--- src/rtl/dl11_console_ctrl_if.sv ---
// dl11_console_ctrl_if: CPU-side register bus for the DL11 console.
// master drives strobes/address/data, slave returns registered read data.
interface dl11_console_ctrl_if;
    logic [1:0]  reg_addr;
    logic        reg_rd;
    logic        reg_wr;
    logic [15:0] reg_wdata;
    logic [15:0] reg_rdata;

    modport master (
        output reg_addr, reg_rd, reg_wr, reg_wdata,
        input  reg_rdata
    );

    modport slave (
        input  reg_addr, reg_rd, reg_wr, reg_wdata,
        output reg_rdata
    );
endinterface

--- src/rtl/dl11_console_ctrl.sv ---
// dl11_console_ctrl: DL11 RCSR/RBUF/XCSR/XBUF over a uart_tx/uart_rx pair.
// Define DL11_RX_FIFO_EN to put an RX_FIFO_DEPTH-entry FIFO ahead of RBUF.
module dl11_console_ctrl #(
    parameter int RX_FIFO_DEPTH = 4
) (
    input  logic               clk,
    input  logic               reset_n,
    dl11_console_ctrl_if.slave bus,
    output logic               rx_irq,
    output logic               tx_irq,
    output logic [7:0]         tx_data,
    output logic               tx_send,
    input  logic               tx_ready,
    input  logic [7:0]         rx_data,
    input  logic               rx_data_ready,
    output logic               rx_clear
);
    typedef enum logic [1:0] {T_IDLE, T_ARM, T_SEND, T_BUSY} tx_state_t;

    tx_state_t  state, state_nxt;
    logic       sel_rcsr, sel_rbuf, sel_xcsr, sel_xbuf;
    logic       rd_rbuf, wr_xbuf, cap;
    logic       ready, rie, tie, done, ovr;
    logic [7:0] rbuf_q;

    if (RX_FIFO_DEPTH < 2 ||
        (RX_FIFO_DEPTH & (RX_FIFO_DEPTH - 1)) != 0) begin : g_depth_chk
        $error("RX_FIFO_DEPTH must be a power of 2, at least 2");
    end

    assign sel_rcsr = (bus.reg_addr == 2'd0);
    assign sel_rbuf = (bus.reg_addr == 2'd1);
    assign sel_xcsr = (bus.reg_addr == 2'd2);
    assign sel_xbuf = (bus.reg_addr == 2'd3);

    // READY is registered state only, so a write racing its return is dropped
    assign ready   = (state == T_IDLE);
    assign rd_rbuf = bus.reg_rd & sel_rbuf;
    assign wr_xbuf = bus.reg_wr & sel_xbuf & ready;
    assign cap     = rx_data_ready & ~rx_clear;

    assign rx_irq = rie & done;
    assign tx_irq = tie & ready;

    always_ff @(posedge clk or negedge reset_n) begin
        if (!reset_n) state <= T_IDLE;
        else          state <= state_nxt;
    end

    always_comb begin
        state_nxt = state;
        tx_send   = 1'b0;
        unique case (state)
            T_IDLE: if (wr_xbuf) state_nxt = T_ARM;
            T_ARM: begin
                if (tx_ready) begin
                    tx_send   = 1'b1;
                    state_nxt = T_SEND;
                end
            end
            T_SEND: begin
                tx_send = 1'b1;
                if (!tx_ready) state_nxt = T_BUSY;
            end
            T_BUSY: if (tx_ready) state_nxt = T_IDLE;
            default: state_nxt = T_IDLE;
        endcase
    end

    always_ff @(posedge clk or negedge reset_n) begin
        if (!reset_n) begin
            rie      <= 1'b0;
            tie      <= 1'b0;
            tx_data  <= '0;
            rx_clear <= 1'b0;
        end else begin
            rx_clear <= cap;
            if (bus.reg_wr && sel_rcsr) rie <= bus.reg_wdata[6];
            if (bus.reg_wr && sel_xcsr) tie <= bus.reg_wdata[6];
            if (wr_xbuf) tx_data <= bus.reg_wdata[7:0];
        end
    end

`ifdef DL11_RX_FIFO_EN
    localparam int AW = $clog2(RX_FIFO_DEPTH);

    logic [7:0]    fifo_mem [RX_FIFO_DEPTH];
    logic [AW-1:0] wp, rp;
    logic [AW:0]   cnt;
    logic          full, pop, push;

    assign done   = (cnt != '0);
    assign full   = (cnt == (AW + 1)'(RX_FIFO_DEPTH));
    assign pop    = rd_rbuf & done;
    // a push into a full FIFO only lands if the head leaves on the same edge
    assign push   = cap & (~full | pop);
    assign rbuf_q = done ? fifo_mem[rp] : 8'h00;

    always_ff @(posedge clk) begin
        if (push) fifo_mem[wp] <= rx_data;
    end

    always_ff @(posedge clk or negedge reset_n) begin
        if (!reset_n) begin
            wp  <= '0;
            rp  <= '0;
            cnt <= '0;
            ovr <= 1'b0;
        end else begin
            if (push) wp <= wp + AW'(1);
            if (pop)  rp <= rp + AW'(1);
            if (push && !pop)      cnt <= cnt + (AW + 1)'(1);
            else if (pop && !push) cnt <= cnt - (AW + 1)'(1);
            if (pop)                     ovr <= 1'b0;
            else if (cap && full)        ovr <= 1'b1;
        end
    end
`else
    always_ff @(posedge clk or negedge reset_n) begin
        if (!reset_n) begin
            rbuf_q <= '0;
            done   <= 1'b0;
            ovr    <= 1'b0;
        end else if (cap) begin
            rbuf_q <= rx_data;
            done   <= 1'b1;
            ovr    <= (ovr | done) & ~rd_rbuf;
        end else if (rd_rbuf) begin
            done <= 1'b0;
            ovr  <= 1'b0;
        end
    end
`endif

    always_ff @(posedge clk or negedge reset_n) begin
        if (!reset_n) begin
            bus.reg_rdata <= '0;
        end else if (bus.reg_rd) begin
            unique case (1'b1)
                sel_rcsr: bus.reg_rdata <= {8'h00, done, rie, 6'h00};
                sel_rbuf: bus.reg_rdata <= {ovr, ovr, 6'h00, rbuf_q};
                sel_xcsr: bus.reg_rdata <= {8'h00, ready, tie, 6'h00};
                sel_xbuf: bus.reg_rdata <= '0;
                default:  bus.reg_rdata <= '0;
            endcase
        end
    end
endmodule

--- src/flat_wrapper.sv ---
// flat-port wrapper written by rule: the top's interface ports become plain ports
module dl11_console_ctrl_flat 
#(
    parameter int RX_FIFO_DEPTH = 4
)
  (clk, reset_n, rx_irq, tx_irq, tx_data, tx_send, tx_ready, rx_data, rx_data_ready, rx_clear, bus_reg_addr, bus_reg_rd, bus_reg_wr, bus_reg_wdata, bus_reg_rdata);
  dl11_console_ctrl_if bus_i ();
  input  logic clk;
  input  logic reset_n;
  output logic rx_irq;
  output logic tx_irq;
  output logic [7:0] tx_data;
  output logic tx_send;
  input  logic tx_ready;
  input  logic [7:0] rx_data;
  input  logic rx_data_ready;
  output logic rx_clear;
  input wire logic [$bits(bus_i.reg_addr)-1:0] bus_reg_addr;
  input wire logic [$bits(bus_i.reg_rd)-1:0] bus_reg_rd;
  input wire logic [$bits(bus_i.reg_wr)-1:0] bus_reg_wr;
  input wire logic [$bits(bus_i.reg_wdata)-1:0] bus_reg_wdata;
  output wire logic [$bits(bus_i.reg_rdata)-1:0] bus_reg_rdata;
  assign bus_i.reg_addr = bus_reg_addr;
  assign bus_i.reg_rd = bus_reg_rd;
  assign bus_i.reg_wr = bus_reg_wr;
  assign bus_i.reg_wdata = bus_reg_wdata;
  assign bus_reg_rdata = bus_i.reg_rdata;
  dl11_console_ctrl #(.RX_FIFO_DEPTH(RX_FIFO_DEPTH)) u_core (.clk(clk), .reset_n(reset_n), .bus(bus_i), .rx_irq(rx_irq), .tx_irq(tx_irq), .tx_data(tx_data), .tx_send(tx_send), .tx_ready(tx_ready), .rx_data(rx_data), .rx_data_ready(rx_data_ready), .rx_clear(rx_clear));
endmodule
--- config.mk ---
export PLATFORM = sky130hd
export DESIGN_NAME = dl11_console_ctrl_flat
export DESIGN_NICKNAME = d
export VERILOG_FILES = /design/src/rtl/dl11_console_ctrl_if.sv /design/src/rtl/dl11_console_ctrl.sv /design/src/flat_wrapper.sv
export SDC_FILE = /design/constraint.sdc
export NUM_CORES = 1
export LEC_CHECK = 0
export ABC_AREA = 1
export BUFFER_PORTS_ARGS = -buffer_cell sky130_fd_sc_hd__buf_4
export CORE_MARGIN = 5
export CORE_UTILIZATION = 30
export CTS_CLUSTER_SIZE = 8
export DETAILED_ROUTE_END_ITERATION = 7
export PLACE_DENSITY = 0.62
export SLEW_MARGIN = 25
export SYNTH_ARGS = -nofsm -noshare
export SYNTH_HDL_FRONTEND = slang
export SYNTH_SLANG_ARGS = --single-unit
export TNS_END_PERCENT = 30
--- constraint.sdc ---
create_clock -name clk -period 1.25 [get_ports clk]
set_input_delay 0.125 -clock clk [delete_from_list [all_inputs] [get_ports clk]]
set_output_delay 0.125 -clock clk [all_outputs]
set_load 0.02 [all_outputs]
Word level (Yosys, flattened, before mapping)
Cells that the tools add are included.
- bits of input ports: 32
- word-level logic and storage cells: 46
- output and inout bits: 28
- register bits after elaboration: 39
- equality and inequality tests: 10
- multiplexer cells: 11
- bitwise logic cells: 10
- reduce and logical (&&, ||, !) cells: 6
- operators with widths (cell ; count):
    $pmux 16 s3 ; 1
    $eq 2x2->1 const B ; 4
    $mux 2 ; 4
    $pmux 2 s4 ; 1
    $and 1x1->1 ; 7
    $ne 2x2->1 const B ; 3
    $eq 2x1->1 const B ; 2
    $logic_not 2->1 ; 2
    $mux 1 ; 4
    $reduce_and 4->1 ; 1
    $logic_and 1x1->1 ; 2
    $ne 2x1->1 const B ; 1
    $not 1->1 ; 2
    $pmux 1 s2 ; 1
    $reduce_bool 2->1 ; 1
    $or 1x1->1 ; 1

Logic depth before layout (Yosys ltp)
- depth after elaboration: 5
- mapped depth: 8
- gate-level depth less buffers: 8

Worst setup path before layout
Ideal clock, no wire load.
- path type: register to output
- start point: register u_core.state[0]
- end point: output tx_send
- path slack: -122 ps
- stages on the path, launching flop included: 4
- data arrival time: 1247 ps
- data required time: 1125 ps
- buffers on the path: 0
- path through: dfrtp_1 > inv_1 > ha_1 > a21boi_0
- word-level cells in the longest chain between the ends: 2
- elaborated cells between the ends (all ways): 3
- those cells by class: eq/ne (2); mux (1)
- ends and longest elaborated chain (what ; line ; RTL):
    from (decl) ; dl11_console_ctrl.sv:20 ; tx_state_t state, state_nxt;
    from (signal assigned) ; dl11_console_ctrl.sv:47 ; else state <= state_nxt;
    $eq 2x2->1 / $eq 2x1->1 (equally long branches) ; dl11_console_ctrl.sv:53 ; unique case (state)
    $pmux 1 s2 * ; dl11_console_ctrl.sv:53 ;
    to (decl) ; flat_wrapper.sv:13 ; output logic tx_send;
Mark *: on every way between the ends. The rest lies on a longest branch, timed or not.

Worst setup path in the final report
- start point: register u_core.state[1]
- end point: output tx_send
Same word-level chain as after synthesis.

==> results.txt <==
The horizontal die dimension was 80.66 um. The tools report the clock root buffer as sky130_fd_sc_hd__clkbuf_8. For the level count of the clock H-tree, the log shows 2. The area occupied by multi-input gates was 646.9 um2; the filler cell count in the final layout was 501. The logs give 0.27 ns for the clock insertion delay at the later pin of the skew report and 1.30 ns for the endpoint arrival time on the critical path.

The vias after detailed routing was 1,213. The final clock skew is 0.005407 ns. The tools report the launching element type of the critical path as a flop. Initial antenna violation count: 0.

After clock tree synthesis, the clock-pin slew on the worst setup and hold paths is 0.06 ns. The number of global-route vias before repair was 1,213. The total wirelength of the detailed-routed design was 3217 um; the number of nets in the finished design was 268. The floorplan step defined a die boundary enclosing 6505 um2. After layout, the worst path uses 114.2% of the clock period. Across the VDD grid, the largest voltage drop is 0.7739 mV. The tools report the final hold slack as 0.04731 ns.

At the worst endpoint, the required time is 1.12 ns. The first global-routing pass estimated 5478 um of wire. In this run the static leakage power is 1.177 nW. For the number of rows in the core area, the log shows 25. In this run, CTS created clock tree buffers numbering 5. The number of clock sinks was 32; the detailed-routing iteration count for the pre-antenna-repair pass was 4. The commonest non-fill, non-tap cell in the layout was sky130_fd_sc_hd__nand2_1. For this design the top-level I/O count stands at 60.

The run gives 0.7575 as the placer's final routability congestion estimate. Adding up every negative setup slack in the final design gives -0.4302 ns. In the layout the commonest cells are sky130_fd_sc_hd__nand2_1, sky130_fd_sc_hd__buf_4, sky130_fd_sc_hd__dfrtp_1. The critical path is of the flop to output pin type.

Entering global routing, the biggest net connects 33 pins. The final reports fail on negative setup slack. In this run the tool buffered the top-level ports with 45 buffer cells. Synthesis instantiated 18 different standard cells from the library. Setup violations remaining at the end of the flow were counted as 10. The tool flagged a number of max-cap violations equal to 0.

After legalization and detailed placement, the total HPWL measured 2288 um. The count of nets left with antenna violations once routing finished came out at 0. The wire length per cell was 10.80 um. TritonCTS built the clock tree. The floorplan die height was 80.66 um. Summing all flip-flop and latch instances after layout gives 800.8 um2. For this run the aggregate overflow at the end of global routing stands at 0.

Setup repair after global routing could not meet its margin everywhere. For this design the ratio of total power to cell area is 1927 nW/um2. The final count of hold timing violations was 0; the max-slew violation count was 0. The logs give 4786 um2 for the core box area and 77 for the violation count after the first detailed-route iteration. The worst slack at placement is -0.02952 ns, and the placed instance count is 284.

Yosys printed 0 warnings. STA classifies the critical path endpoint as an output pin. Once the floorplan was initialized, standard cells occupied 31.29% of the core. The flow ran to the end, but the final reports show violations. The post-synthesis sequential area ratio came out at 53.47%. The post-synthesis instance area is 1498 um2, and the maximum buffer depth of the clock tree is 2. In this run the worst path has a maximum fanout of 3. Timing would allow up to 700.8 MHz. The final critical-path required period is 1.427 ns, and the via count normalized by instance count is 4.070. Synthesis handed over a netlist of 173 instances. For the count of placed standard cells in the final layout, fillers left out, the log shows 298. Cells with a size suffix above 1 make up 39.83% of the layout. Compared with the post-synthesis result, the final layout area differs by 43.53%. Counting flops and latches in the post-synthesis netlist gives 32. For this run, the total global-route usage over all layers was measured as 10.94%.

In this run the mean area of a mapped cell was 8.657 um2. For this run, design rule violations remaining after detail routing come to 0. The repair_antennas step left the layout with diodes totalling 0. The run gives -0.1770 ns as the post-layout worst setup margin. The worst hold path belongs to the class primary input to flop.
cells by family after synthesis:
family | after synthesis | synth area share (%)
buf+inv | 30 | 9.858
fa+ha+maj | 5 | 4.177
simple gates | 91 | 25.40
other cells | 1 | 0.2504
compound gates | 14 | 6.851
flops | 32 | 53.47
cell type report:
type,instances,share of cell area (%)
timing repair buffer,55,20.61
tap,67,3.900
inverter,21,3.667
sequential,32,37.25
multi-input combinational,116,30.09
clock buffer,7,4.482
critical path, stage by stage (launching register included):
cell	delay (ns)
sky130_fd_sc_hd__dfrtp_1	0.40
sky130_fd_sc_hd__inv_2	0.12
sky130_fd_sc_hd__ha_4	0.22
sky130_fd_sc_hd__a21boi_2	0.14
sky130_fd_sc_hd__buf_4	0.15
metal layers:
layer / vias to the layer above / track usage, % / part of all wire [%]
li1: 631 / - / -
met1: 543 / 14.12 / 45
met2: 34 / 16.64 / 46
met3: 5 / 4.036 / 6.7
met4: 0 / 4.054 / 1.7
met5: - / 0 / 0
report_power, final:
group | internal, W | total [W] | switching (W)
Combinational | 0.000907 | 0.00185 | 0.000944
Sequential | 0.00129 | 0.00145 | 0.000168
Clock | 0.000490 | 0.000838 | 0.000348
Total | 0.00268 | 0.00414 | 0.00146
synth_stat cells (all sizes together):
cell type | instances | area share [%]
nand2 | 75 | 19
dfrtp | 32 | 53
inv | 19 | 4.8
o21ai | 13 | 6.3
nand3 | 11 | 3.7
buf | 9 | 4.6
ha | 5 | 4.2
nor2 | 3 | 0.75
clkinv | 2 | 0.50
a21boi | 1 | 0.50
conb | 1 | 0.25
nand4 | 1 | 1.4
or2 | 1 | 0.42
per-stage QoR:
stage | cell area [um2] | power, W | util [%]
final | 2150 | 0.004142 | 44.92
after global routing | 2150 | 0.004436 | 44.92
after CTS | 2091 | 0.003994 | 43.69
after detailed placement | 1904 | 0.002851 | 39.79
after global placement | 1904 | 0.002818 | 39.79
after floorplan | 1516 | 0.002295 | -
final timing paths:
path / from / to / slack [ns] / cells past startpoint
setup / recovery: u_core.state[1] / tx_send / -0.18 / 4
hold reg to reg: u_core.rbuf_q[1] / u_core.bus.reg_rdata[1] / 0.47 / 2
min in group asynchronous: reset_n / u_core.bus.reg_rdata[6] / 0.33 / 2
max in group asynchronous: reset_n / u_core.tx_data[6] / 0.62 / 2
setup reg to reg: u_core.state[1] / u_core.tx_data[0] / -0.02 / 7
hold / removal: rx_data[5] / u_core.rbuf_q[5] / 0.05 / 3
state kept, by name (all words and copies together) (netlist names):
name                  count
u_core.state              2
u_core.ovr                1
u_core.bus.reg_rdata      9
u_core.rx_clear           1
u_core.tx_data            8
u_core.rie                1
u_core.rbuf_q             8
u_core.done               1
u_core.tie                1
what timing repair did:
action,in CTS,in global routing
endpoints found under the hold margin,32,0
hold buffers,1,0
pin swaps,1,1
buffers inserted,6,0
resized for setup,13,15
endpoints found under the setup margin,13,12
No activity file was read; power rests on OpenSTA's default activity.
